### config.mk
export PLATFORM = sky130hd
export DESIGN_NAME = btn_conditioner
export DESIGN_NICKNAME = d
export VERILOG_FILES = /design/src/rtl/btn_conditioner.sv
export SDC_FILE = /design/constraint.sdc
export NUM_CORES = 1
export LEC_CHECK = 0
export CAP_MARGIN = 30
export CORE_MARGIN = 1.5
export CORE_UTILIZATION = 40
export CTS_CLUSTER_SIZE = 10
export DETAILED_ROUTE_END_ITERATION = 6
export PLACE_DENSITY = 0.57
export SYNTH_ARGS = -nofsm -noshare
export SYNTH_HDL_FRONTEND = slang
export SYNTH_SLANG_ARGS = --single-unit
### constraint.sdc
create_clock -name clk -period 3.2 [get_ports clk]
set_input_delay 0.64 -clock clk [delete_from_list [all_inputs] [get_ports clk]]
set_output_delay 0.64 -clock clk [all_outputs]
set_load 0.01 [all_outputs]
### src/rtl/btn_conditioner.sv
// btn_conditioner: turns raw push-button pins into debounced levels and
// one-cycle step pulses (press + timed auto-repeat) for f_div's speed controls.
//
// Ports
//   clk        system clock
//   rst        synchronous, active-high reset
//   ms_tick    one-cycle pulse every 1 ms (f_div m_f)
//   btn_raw    [N_BTN] asynchronous pin levels, 1 = pressed
//   btn_level  [N_BTN] debounced level per button
//   btn_pulse  [N_BTN] one-cycle pulse on accepted press and each repeat
//   btn_chord  1 while every debounced level is 1; gates all pulses off
//
// btn_channel (same file) is the per-button debounce/repeat FSM. It sees
// only the synchronised level; the top owns the synchronisers and chord gate.

module btn_channel #(
  parameter int DEBOUNCE_MS     = 20,
  parameter int REPEAT_DELAY_MS = 500,
  parameter int REPEAT_RATE_MS  = 100,
  parameter int CW              = 9
) (
  input  logic clk,
  input  logic rst,
  input  logic ms_tick,
  input  logic sync_i,
  output logic level,
  output logic pulse
);

  typedef enum logic [1:0] {IDLE, DB_PRESS, HELD, DB_RELEASE} state_t;

  localparam logic [CW-1:0] DB_TGT   = CW'(DEBOUNCE_MS);
  localparam logic [CW-1:0] DLY_TGT  = CW'(REPEAT_DELAY_MS);
  localparam logic [CW-1:0] RATE_TGT = CW'(REPEAT_RATE_MS);
  localparam bit            REP_EN   = (REPEAT_RATE_MS != 0);

  state_t        state;
  logic [CW-1:0] db_cnt;
  logic [CW-1:0] rep_cnt;
  logic          rep_first;  // next repeat is the long initial delay
  logic [CW-1:0] db_inc;
  logic [CW-1:0] rep_inc;
  logic [CW-1:0] rep_tgt;

  // Saturating increments: counters park at all-ones instead of wrapping.
  assign db_inc  = (db_cnt  == '1) ? db_cnt  : db_cnt  + 1'b1;
  assign rep_inc = (rep_cnt == '1) ? rep_cnt : rep_cnt + 1'b1;
  assign rep_tgt = rep_first ? DLY_TGT : RATE_TGT;

  always_ff @(posedge clk) begin
    if (rst) begin
      state     <= IDLE;
      db_cnt    <= '0;
      rep_cnt   <= '0;
      rep_first <= 1'b1;
      level     <= 1'b0;
      pulse     <= 1'b0;
    end else begin
      pulse <= 1'b0;
      // A level change always wins over a coincident tick: the tick is
      // dropped so a bounce never advances a counter.
      case (state)
        IDLE: begin
          if (sync_i) begin
            state  <= DB_PRESS;
            db_cnt <= '0;
          end
        end
        DB_PRESS: begin
          if (!sync_i) begin
            state  <= IDLE;
            db_cnt <= '0;
          end else if (ms_tick) begin
            if (db_inc >= DB_TGT) begin
              state     <= HELD;
              level     <= 1'b1;
              pulse     <= 1'b1;
              db_cnt    <= '0;
              rep_cnt   <= '0;
              rep_first <= 1'b1;
            end else begin
              db_cnt <= db_inc;
            end
          end
        end
        HELD: begin
          if (!sync_i) begin
            state  <= DB_RELEASE;
            db_cnt <= '0;
          end else if (ms_tick) begin
            if (REP_EN && (rep_inc >= rep_tgt)) begin
              pulse     <= 1'b1;
              rep_cnt   <= '0;
              rep_first <= 1'b0;
            end else begin
              rep_cnt <= rep_inc;
            end
          end
        end
        DB_RELEASE: begin
          // Bounce back to HELD resumes the repeat schedule where it was.
          if (sync_i) begin
            state <= HELD;
          end else if (ms_tick) begin
            if (db_inc >= DB_TGT) begin
              state  <= IDLE;
              level  <= 1'b0;
              db_cnt <= '0;
            end else begin
              db_cnt <= db_inc;
            end
          end
        end
        default: state <= IDLE;
      endcase
    end
  end

endmodule

module btn_conditioner #(
  parameter int N_BTN           = 2,
  parameter int DEBOUNCE_MS     = 20,
  parameter int REPEAT_DELAY_MS = 500,
  parameter int REPEAT_RATE_MS  = 100
) (
  input  logic             clk,
  input  logic             rst,
  input  logic             ms_tick,
  input  logic [N_BTN-1:0] btn_raw,
  output logic [N_BTN-1:0] btn_level,
  output logic [N_BTN-1:0] btn_pulse,
  output logic             btn_chord
);

  localparam int MAX_DR = (DEBOUNCE_MS > REPEAT_DELAY_MS) ? DEBOUNCE_MS : REPEAT_DELAY_MS;
  localparam int MAXP   = (MAX_DR > REPEAT_RATE_MS) ? MAX_DR : REPEAT_RATE_MS;
  localparam int CW     = $clog2(MAXP + 1);

  logic [N_BTN-1:0] sync_q1;
  logic [N_BTN-1:0] sync_q2;
  logic [N_BTN-1:0] pulse_q;

  always_ff @(posedge clk) begin
    if (rst) begin
      sync_q1   <= '0;
      sync_q2   <= '0;
      btn_chord <= 1'b0;
    end else begin
      sync_q1   <= btn_raw;
      sync_q2   <= sync_q1;
      btn_chord <= &btn_level;
    end
  end

  for (genvar i = 0; i < N_BTN; i++) begin : g_ch
    btn_channel #(
      .DEBOUNCE_MS    (DEBOUNCE_MS),
      .REPEAT_DELAY_MS(REPEAT_DELAY_MS),
      .REPEAT_RATE_MS (REPEAT_RATE_MS),
      .CW             (CW)
    ) u_ch (
      .clk    (clk),
      .rst    (rst),
      .ms_tick(ms_tick),
      .sync_i (sync_q2[i]),
      .level  (btn_level[i]),
      .pulse  (pulse_q[i])
    );
  end

  // Both operands are flops, so the gated pulse stays glitch-free. Repeat
  // counters keep running underneath while the chord holds pulses off.
  assign btn_pulse = pulse_q & {N_BTN{~btn_chord}};

endmodule

[Yosys cells after proc, flatten, opt, wreduce, memory -nomap -nowiden]
Cells that the tools add are included.
W data, S select, Z words.
Storage, ports and cells
  register bits: 51
  bits of input ports: 5
  output and inout bits: 5
Cells by class
  add/sub/neg operators: 4
  order comparisons: 4
  equal/unequal tests: 40
  muxes and demuxes: 88
  bitwise logic cells: 2
  reduce and logical (&&, ||, !) cells: 17
Operator list (number)
  $mux W9: 30
  $pmux W9 S4: 2
  $add A9 B1 Y9 const B: 4
  $eq A9 B9 Y1 const B: 4
  $pmux W9 S2: 2
  $mux W2: 16
  $ne A2 B2 Y1 const B: 16
  $mux W1: 30
  $reduce_and A7 Y1: 4
  $reduce_and A6 Y1: 4
  $ge A9 B5 Y1 const B: 2
  $ge A9 B9 Y1: 2
  $pmux W2 S4: 2
  $ne A2 B1 Y1 const B: 6
  $ne A3 B2 Y1 const B: 4
  $ne A3 B3 Y1 const B: 4
  $pmux W1 S2: 6
  $eq A2 B2 Y1 const B: 4
  $reduce_bool A2 Y1: 4
  $reduce_and A3 Y1: 2
  $eq A2 B1 Y1 const B: 2
  $logic_not A2 Y1: 2
  $and A2 B2 Y2: 1
  $reduce_and A2 Y1: 1
  $not A1 Y1: 1

[Longest topological paths before layout]
Gate-level depths: netlist (run 1).
  depth after elaboration: 7
  gate-level depth with buffers: 12
  depth with buffers taken out: 12

[Hierarchy]
A second synthesis (run 1) with hierarchy kept.
Unflattened totals
  cells, all modules: 384
  area total of the unflattened synthesis: 3215.6 um2
By module, submodules not included
  btn_channel at g_ch[0].u_ch: instances 1, cells each 190, area an instance 1571.5 um2, sequential area each 460.4 um2
  btn_channel at g_ch[1].u_ch: instances 1, cells each 182, area an instance 1486.4 um2, sequential area each 460.4 um2
  btn_conditioner: instances 1, cells each 12, area an instance 157.7 um2, sequential area each 100.1 um2

[Worst setup path before layout (run 1)]
OpenSTA, ideal clock, no wires.
  kind: register to register
  start point: reg g_ch[1].u_ch.rep_cnt[0]
  end point: reg g_ch[1].u_ch.rep_cnt[5]
  setup time: 0.095 ns
  data arrival time: 2.865 ns
  required time: 3.105 ns
  path slack: 0.239 ns
  stages on the path, launching flop included: 13
  path buffers: 0
  cell sequence: dfxtp_1 ha_1 and4_1 and2_1 and3_1 or2_2 ha_1 nand2b_1 a2111oi_0 a32o_1 a41o_1 nand2_1 a221oi_1
On the way
  cells in the longest elaborated chain, start to end: 7
  elaborated cells between the ends (all ways): 8
Ends and longest elaborated chain
  start, declared: line 39  | logic [CW-1:0] rep_cnt;
  start signal, assigned: line 96  | rep_cnt <= rep_inc;
  $add A9 B1 Y9 / $eq A9 B9 Y1 (equally long branches): line 47  | assign rep_inc = (rep_cnt == '1) ? rep_cnt : rep_cnt + 1'b1;
  $mux W9 *: line 47
  $ge A9 B9 Y1: line 91  | if (REP_EN && (rep_inc >= rep_tgt)) begin
  $mux W9 *: line 91
  $mux W9 *: line 90  | end else if (ms_tick) begin
  $mux W9 *: line 87  | if (!sync_i) begin
  $pmux W9 S2 *: line 62  | case (state)
Every way passes the cells marked *; elsewhere a longest branch is shown, timed or not. The select of a mux whose other input is x is not followed.
A chain may end at the register's enable or synchronous reset.

[Worst setup path after layout (run 1)]
  start point: reg g_ch[1].u_ch.rep_cnt[1]
  end point: reg g_ch[1].u_ch.rep_first
On the way
  cells in the longest elaborated chain, start to end: 5
  elaborated cells between the ends (all ways): 6
Ends and longest elaborated chain
  $add A9 B1 Y9 / $eq A9 B9 Y1 (equally long branches): line 47
  $mux W9 *: line 47
  $ge A9 B9 Y1 *: line 91
  $ne A2 B1 Y1 (no source line) *
  $reduce_and A7 Y1 (no source line) *
  end signal, assigned: line 55  | rep_first <= 1'b1;
  end signal, assigned: line 80  | rep_first <= 1'b1;
  end signal, assigned: line 94  | rep_first <= 1'b0;
  end, declared: line 40  | logic rep_first;
Every way passes the cells marked *; elsewhere a longest branch is shown, timed or not.

==> results of run 1 <==
-- sequential cells by signal, summed over array words and instances (netlist names), named ones only --
name,flops
btn_chord,1
g_ch.u_ch.db_cnt,18
g_ch.u_ch.level,2
g_ch.u_ch.pulse,2
g_ch.u_ch.rep_cnt,18
g_ch.u_ch.rep_first,2
g_ch.u_ch.state,2
sync_q1,2
sync_q2,2
-- where the power goes --
part / total, mW / switching (mW) / internal [mW]
sequential: 0.670 / 0.0199 / 0.650
clock: 0.382 / 0.211 / 0.170
combinational: 0.277 / 0.170 / 0.107
total: 1.33 / 0.401 / 0.928
-- layer usage --
layer  up-vias  GRT usage [%]  wire length, µm
met5         -              0                0
met4         0           5.72               76
met3         7           2.75              203
met2        44           30.3             3540
met1      1467           25.7             4030
li1       1560              -                -
-- kinds of logic after synthesis --
kind of cell,Yosys count,share of synthesized area [%]
flops,51,31.1
compound gates,121,25.5
xor+xnor,7,1.86
mux,5,1.52
fa+ha+maj,18,6.85
buf+inv,34,4.19
simple gates,172,29.0
-- through the flow --
| stage | hold slack [ns] | instances | power [mW] | setup WS, ns |
|---|---|---|---|---|
| floorplan | 0.414 | 408 | 0.877 | 0.239 |
| global placement | 0.418 | 513 | 0.956 | 0.108 |
| detailed placement | 0.429 | 513 | 0.955 | 0.0332 |
| CTS | 0.444 | 520 | 1.34 | 0.0901 |
| global route | 0.460 | 520 | 1.41 | 0.0189 |
| finish | 0.441 | 520 | 1.33 | 0.163 |
-- area by class of cell --
type	instances	area, µm²
well taps	102	128
inverters	14	52.6
fillers	838	4210
repair buffers	23	195
clock inverters	1	5.00
clock buffers	6	82.6
multi-input cells	323	2160
flip-flops and latches	51	1020
-- cells in the final DEF (no fill, tap or decap), types with 14 or more instances in the layout --
| master | instances |
|---|---|
| sky130_fd_sc_hd__ha_1 | 18 |
| sky130_fd_sc_hd__o21ai_0 | 16 |
| sky130_fd_sc_hd__buf_4 | 14 |
| sky130_fd_sc_hd__dfxtp_1 | 50 |
| sky130_fd_sc_hd__inv_1 | 14 |
| sky130_fd_sc_hd__nor2_1 | 28 |
| sky130_fd_sc_hd__nand2_1 | 36 |
| sky130_fd_sc_hd__a31oi_1 | 14 |
| sky130_fd_sc_hd__nand3_1 | 19 |
| sky130_fd_sc_hd__a21oi_1 | 28 |
-- repair_timing --
item                                   CTS  global route
pin swaps                                0             2
resized for setup                        1             6
setup endpoints to repair                1             9
endpoints found under the hold margin    0             0
-- path summary, 6_finish.rpt --
kind                                                            from                                  end  slack [ns]  depth (start not counted)
worst max-delay path            g_ch[1].u_ch.rep_cnt[1]$_SDFFE_PP0P_  g_ch[1].u_ch.rep_first$_SDFFE_PP1P_        0.16                         11
worst max register to register  g_ch[1].u_ch.rep_cnt[1]$_SDFFE_PP0P_  g_ch[1].u_ch.rep_first$_SDFFE_PP1P_        0.16                         11
worst min register to register                 sync_q1[1]$_SDFF_PP0_                sync_q2[1]$_SDFF_PP0_        0.44                          1
worst min-delay path                           sync_q1[1]$_SDFF_PP0_                sync_q2[1]$_SDFF_PP0_        0.44                          1
==> results.md, run 1 <==
- The first global-routing pass estimated 13400 µm of wire.
- The commonest register cell after synthesis is sky130_fd_sc_hd__dfxtp_1.
- The count of input and output buffers is 9.
- The post-route antenna net violation count is 0.
- The number of clock sinks is 51.
- The cell repeated most along the worst path is sky130_fd_sc_hd__ha_1.
- IR analysis of the VDD net gives a maximum drop of 174 µV.
- For this block, the routed nets add up to 7850 µm of wire.
- Routability-driven placement finished with a final weighted congestion of 0.843.
- STA classifies the critical path startpoint as a register.
- The number of placed I/O pins is 10.
- The total number of H-tree levels is 2.
- Buffers inserted to repair hold after CTS numbered 0.
- Based on the critical path, the design can be clocked at up to 0.329 GHz.
- For this design, the slowest cell found on the critical path is sky130_fd_sc_hd__a221o_2.
- The number of antenna violations at the first check in global routing is 0.
- The height of the die is 93.7 µm.
- After layout, the worst path uses 94.9% of the clock period.
- The count of buffering cells on the critical path with inverters included is 0.
- The deepest clock path buffer count is 2.
- The initial core utilization is 41.9%.
- The cell class contributing the biggest share of worst-path delay is compound AO/OA/AOI/OAI gates.
- The die footprint is 0.00877 mm².
- Power spread over the standard cell area amounts to 365 mW/mm².
- The floorplan has 32 rows.
- The mean instance size in the synthesized netlist is 8.06 µm².
- The number of unique standard cell types used by synthesis is 66.
- The maximum clock skew at final layout is 0.00483 ns.
- In the post-synthesis netlist, the cell with the most instances is sky130_fd_sc_hd__dfxtp_1.
- The flow ran to the end, and the final reports show no timing, DRC or antenna violations.
- The number of warnings reported in the yosys synthesis log is 0.
- The post-CTS clock slew at the launch and capture registers of the worst setup and hold paths is 0.09 ns.
- The overflow left after global routing is 0.
- The number of nets handed over by synthesis was 431.
- The cell area after synthesis is 0.00329 mm².
- In this run the worst path has a maximum fanout of 5.
- The remaining design rule violation count is 0.
- The root buffer cell is sky130_fd_sc_hd__clkbuf_8.
- Setup repair after global routing left no endpoint under its margin.
- The clock buffer count from CTS is 5.
- Summed over all failing endpoints, the final setup total negative slack is 0 ns.
- The total area inside the core boundary comes to 0.00785 mm².
- Yosys attributes the largest share of cell area to sky130_fd_sc_hd__dfxtp_1, sky130_fd_sc_hd__ha_1, sky130_fd_sc_hd__a21oi_1.
- Buffers added to address setup during post-CTS repair amount to 0.
- Clock latency on the worst-skew pair, taken at its later pin, is 0.30 ns.
- By count the netlist is led by sky130_fd_sc_hd__dfxtp_1, sky130_fd_sc_hd__nand2_1, sky130_fd_sc_hd__a21oi_1, sky130_fd_sc_hd__nor2_1, sky130_fd_sc_hd__nand3_1.
- For the pin with the worst max-slew slack, the measured transition is 0.571 ns.
- The synthesized design contains 0 enable-type register cells.
- The share of the Yosys chip area taken by registers is 31.1%.
- After synthesis the netlist holds a flip-flop and latch count of 51.
- In this run the static leakage power is 1.31 nW.
- Once layout is complete, the utilization of the core stands at 46.4%.
- The via count of the first global-routing pass is 2903.
- The data arrival time of the worst path is 3.24 ns.
- The layout overhead on the synthesized area is 10.7%.
- The die width is 93.7 µm.
- The vias per cell is 5.92.
- The element type at the critical path end is a register.
- The kind of critical path is register to register.
- For this run, the detailed router's first-pass iteration total came to 4.
- The net total in the final layout is 441.
- After legalization and detailed placement, the total HPWL measured 5450 µm.
- The maximum cell stage delay along the critical path is 0.38 ns.
- Summing all non-filler instances in the final layout gives an area of 0.00364 mm².
- The fraction of post-synthesis cell area in the top cell type by area is 31.1%.
- The worst slew margin relative to its limit is 61.6%.
- The total number of vias is 3078.
- The proportion of register bits with asynchronous set or reset after synthesis is 0%.
- The largest net degree at the start of global routing is 41.
- The number of violations of the max-capacitance limit is 0.
- The number of instances in the synthesized netlist is 408.
- The critical path goes through ha_1, and4_1, and2_1, and3_1, or2_2, ha_1, a21oi_1, a32o_2, a41oi_2, nand3_1, a221o_2.
- The initial detailed-routing violation count is 100.
- The count of final setup violators is 0.
- The cell type with the largest total area after synthesis is sky130_fd_sc_hd__dfxtp_1.
- The classification of the worst-slack hold path is register to register.
- The ratio of cells with drive above 1 in the final layout is 10.5%.
- The routed length per placed instance is 15.1 µm.
- The final max-slew violation count came to 0.
- The final hold violation count is 0.
- The overall global routing resource usage is 18.7%.
- The time the worst path needs with I/O delays and setup is 3.04 ns.
- The required time at the endpoint of the critical path is 3.40 ns.
- The post-place instance area is 0.00353 mm².
- The repair_antennas step left the layout with diodes totalling 0.
- The TritonCTS clock tree is done.
Power figures use the tool's default switching activity.
==> inputs of run 2 (changes only) <==
--- a/config.mk
+++ b/config.mk
@@ -5,12 +5,13 @@
 export SDC_FILE = /design/constraint.sdc
 export NUM_CORES = 1
 export LEC_CHECK = 0
-export CAP_MARGIN = 30
+export CELL_PAD_IN_SITES_DETAIL_PLACEMENT = 0
+export CELL_PAD_IN_SITES_GLOBAL_PLACEMENT = 2
 export CORE_MARGIN = 1.5
-export CORE_UTILIZATION = 40
+export CORE_UTILIZATION = 34
 export CTS_CLUSTER_SIZE = 10
 export DETAILED_ROUTE_END_ITERATION = 6
-export PLACE_DENSITY = 0.57
+export PLACE_DENSITY = 0.75
 export SYNTH_ARGS = -nofsm -noshare
 export SYNTH_HDL_FRONTEND = slang
 export SYNTH_SLANG_ARGS = --single-unit
==> run 2 against run 1 <==
Effect of this change:
- flip-flop and latch count is the same
- worst hold slack gained 0.020 ns
- critical path type unchanged
- sequential power barely moved
- first-iteration DRC count grew 8.0%
- largest power group unchanged
- clock skew increased by 0.0030 ns
- total power grew 12%
- register-to-register slack worse by 0.02 ns
- worst setup slack got worse by 0.023 ns
==> results.md, run 2 (synthesis gave the netlist of run 1 again) <==
- The power density of the placed cells is 402 mW/mm² (+10%).
- The total number of vias is 3105 (+0.88%).
- The weighted congestion reported at the end of routability-driven placement is 0.813 (-3.5%).
- The largest net degree at the start of global routing is 17 (-59%).
- The initial detailed-routing violation count is 108 (+8.0%).
- The classification of the worst-slack hold path is register to register.
- The worst slew margin relative to its limit is 59.1% (-2.5 points).
- TritonCTS built the clock tree.
- The number of antenna violations at the first check in global routing was 0 (unchanged).
- The routed length per placed instance is 15.1 µm (about the same).
- The vias per cell was 5.66 (-4.5%).
- The first-pass GRT wire length is 14000 µm (+4.3%).
- The final max-slew violation count is 0 (unchanged).
- The worst supply voltage drop on vdd is 172 µV (-1.4%).
- The commonest non-fill, non-tap cell in the layout is sky130_fd_sc_hd__dfxtp_1.
- The share of total power consumed by net switching is 28.4% (-1.8 points).
- The final hold violation count was 0 (unchanged).
- The final HPWL from detailed placement is 5900 µm (+8.3%).
- The number of clock sinks is 51 (unchanged).
- The leakage power came to 1.33 nW (+1.9%).
- The count of final setup violators is 0 (unchanged).
- The transition time at the pin with the least slew margin came to 0.608 ns (+0.0373 ns).
- The required time at the endpoint of the critical path came to 3.40 ns (about the same).
- The number of detailed-route iterations in the first pass is 4 (unchanged).
- The via count of the first global-routing pass is 2854 (-1.7%).
- The highest attainable clock frequency is 0.327 GHz (-0.75%).
- The row count came to 35 (+9.4%).
- The top cell types in the final layout, fill and taps aside, are sky130_fd_sc_hd__dfxtp_1, sky130_fd_sc_hd__nand2_1, sky130_fd_sc_hd__a21oi_1, sky130_fd_sc_hd__nor2_1, sky130_fd_sc_hd__nand3_1.
- The data arrival time of the worst path is 3.27 ns (+0.03 ns).
- The sequential power share came to 44.9% (-5.5 points).
- The maximum cell stage delay along the critical path is 0.36 ns (-0.02 ns).
- The element type at the critical path end is a register.
- The largest registers in the layout are g_ch.u_ch.db_cnt: 18 flops, g_ch.u_ch.rep_cnt: 18 flops.
- The combinational group share of total power is 18.6% (-2.2 points).
- The net total in the final layout is 442 (+0.23%).
- The die width is 101 µm (+8.2%).
- The initial core utilization is 35.3% (-6.6 points).
- The remaining design rule violation count is 0 (unchanged).
- The deepest clock path buffer count was 2 (unchanged).
- The ratio of cells with drive above 1 in the final layout is 10.2% (-0.29 points).
- The latest clock arrival within the worst-skew pair is 0.31 ns (about the same).
- The overall global routing resource usage is 17.1% (-1.6 points).
- The post-route cell area came to 0.00371 mm² (+1.9%).
- The number of violations of the max-capacitance limit was 0 (unchanged).
- The internal power of the cells was 1.07 mW (+15%).
- The post-route antenna net violation count was 0 (unchanged).
- The area growth from synthesis to layout is 12.9%.
- Walking the worst path, the cells encountered are ha_1, and4_1, and2_1, and3_1, or2_2, ha_1, a21oi_1, a32o_2, a41o_1, buf_4, and3_1, a32o_1.
- The post-place instance area is 0.00357 mm² (+1.2%).
- The kind of critical path is register to register.
- The time the worst path needs with I/O delays and setup is 3.06 ns (+0.0231 ns).
- The sum of routed wire length over all layers is 8290 µm (+5.6%).
- The run finished with clean final reports.
- The count of inserted antenna diode cells is 0 (unchanged).
- The clock network power share is 36.5% (+7.8 points).
- The clock buffer count from CTS is 5 (unchanged).
- The post-CTS clock slew at the launch and capture registers of the worst setup and hold paths is 0.10 ns (about the same).
- The die footprint is 0.0103 mm² (+17%).
- The total number of H-tree levels is 2 (unchanged).
- The final core utilization is 39.8% (-6.6 points).
- The number of placed I/O pins is 10 (unchanged).
- The overflow left after global routing is 0 (unchanged).
- The count of input and output buffers is 9 (unchanged).
- The reported net switching power is 424 µW (+5.8%).
- The largest individual stage delay along the critical path comes from the cell sky130_fd_sc_hd__dfxtp_1.
- The root buffer cell is sky130_fd_sc_hd__clkbuf_8.
- The type of origin of the critical path is a register.
- The maximum fanout along the worst path came to 6 (+1).
- The height of the die is 101 µm (+8.2%).
- The share of the clock period used by the worst path is 95.6% (+0.72 points).
- The floorplan core area is 0.00933 mm² (+19%).
- The maximum clock skew at final layout is 0.00784 ns (+0.00301 ns).
run 2: cell types whose count changed in the layout (fill, tap and decap cells not counted), sizes merged:
cell / delta
bufinv: +2
buf: +1
clkbuf: -1
clkinv: -1
clkinvlp: +1
run 2: worst max-delay path, delay by kind of cell, from the launching register on:
kind            cells  cell delay (ns)
flops               1             0.36
simple gates        5             1.06
compound gates      4             0.82
buf+inv             1             0.17
fa+ha+maj           2             0.55
run 2: layer usage:
| metal | global-route usage [%] | vias up | wire, µm |
|---|---|---|---|
| li1 | - | 1553 | - |
| met1 | 24.2 | 1478 | 4220 |
| met2 | 26.9 | 61 | 3710 |
| met3 | 2.69 | 13 | 246 |
| met4 | 4.91 | 0 | 118 |
| met5 | 0 | - | 0 |
run 2: repair_timing:
item / CTS / global route
setup endpoints to repair: 0 / 8
buffers inserted: 0 / 0
hold buffers: 0 / 0
hold endpoints to repair: 0 / 0
gates resized for setup: 0 / 3
run 2: per-stage QoR:
step	TNS (ns)	std cells	setup WS [ns]	hold WS, ns	total power [mW]
floorplan	0	408	0.239	0.414	0.877
global placement	0	541	0.161	0.426	0.965
detailed placement	0	541	0.118	0.448	0.963
CTS	0	549	0.0651	0.464	1.52
global route	-0.00793	549	-0.00793	0.483	1.57
finish	0	549	0.140	0.461	1.49
run 2: cell type report:
class	instances	area [µm²]
Fill cell	990	5620
Multi-Input combinational cell	323	2140
Sequential cell	51	1020
Timing Repair Buffer	24	203
Tap cell	129	161
Clock buffer	5	68.8
Clock inverter	3	67.6
Inverter	14	52.6
run 2: path summary, 6_finish.rpt:
kind,depth (start not counted),from,to,slack (ns)
max,12,g_ch[1].u_ch.rep_cnt[0]$_SDFFE_PP0P_,g_ch[1].u_ch.rep_cnt[4]$_SDFFE_PP0P_,0.14
min,1,sync_q1[0]$_SDFF_PP0_,sync_q2[0]$_SDFF_PP0_,0.46
max reg2reg,12,g_ch[1].u_ch.rep_cnt[0]$_SDFFE_PP0P_,g_ch[1].u_ch.rep_cnt[4]$_SDFFE_PP0P_,0.14
min reg2reg,1,sync_q1[0]$_SDFF_PP0_,sync_q2[0]$_SDFF_PP0_,0.46
run 2: power groups by stage:
stage          clock network, mW  registers (mW)  logic, mW
2_1_floorplan                  0           0.678      0.199
3_3_place_gp                   0           0.685      0.280
3_5_place_dp                   0           0.685      0.279
4_1_cts                    0.569           0.670      0.280
5_1_grt                    0.591           0.674      0.310
6_report                   0.545           0.670      0.277
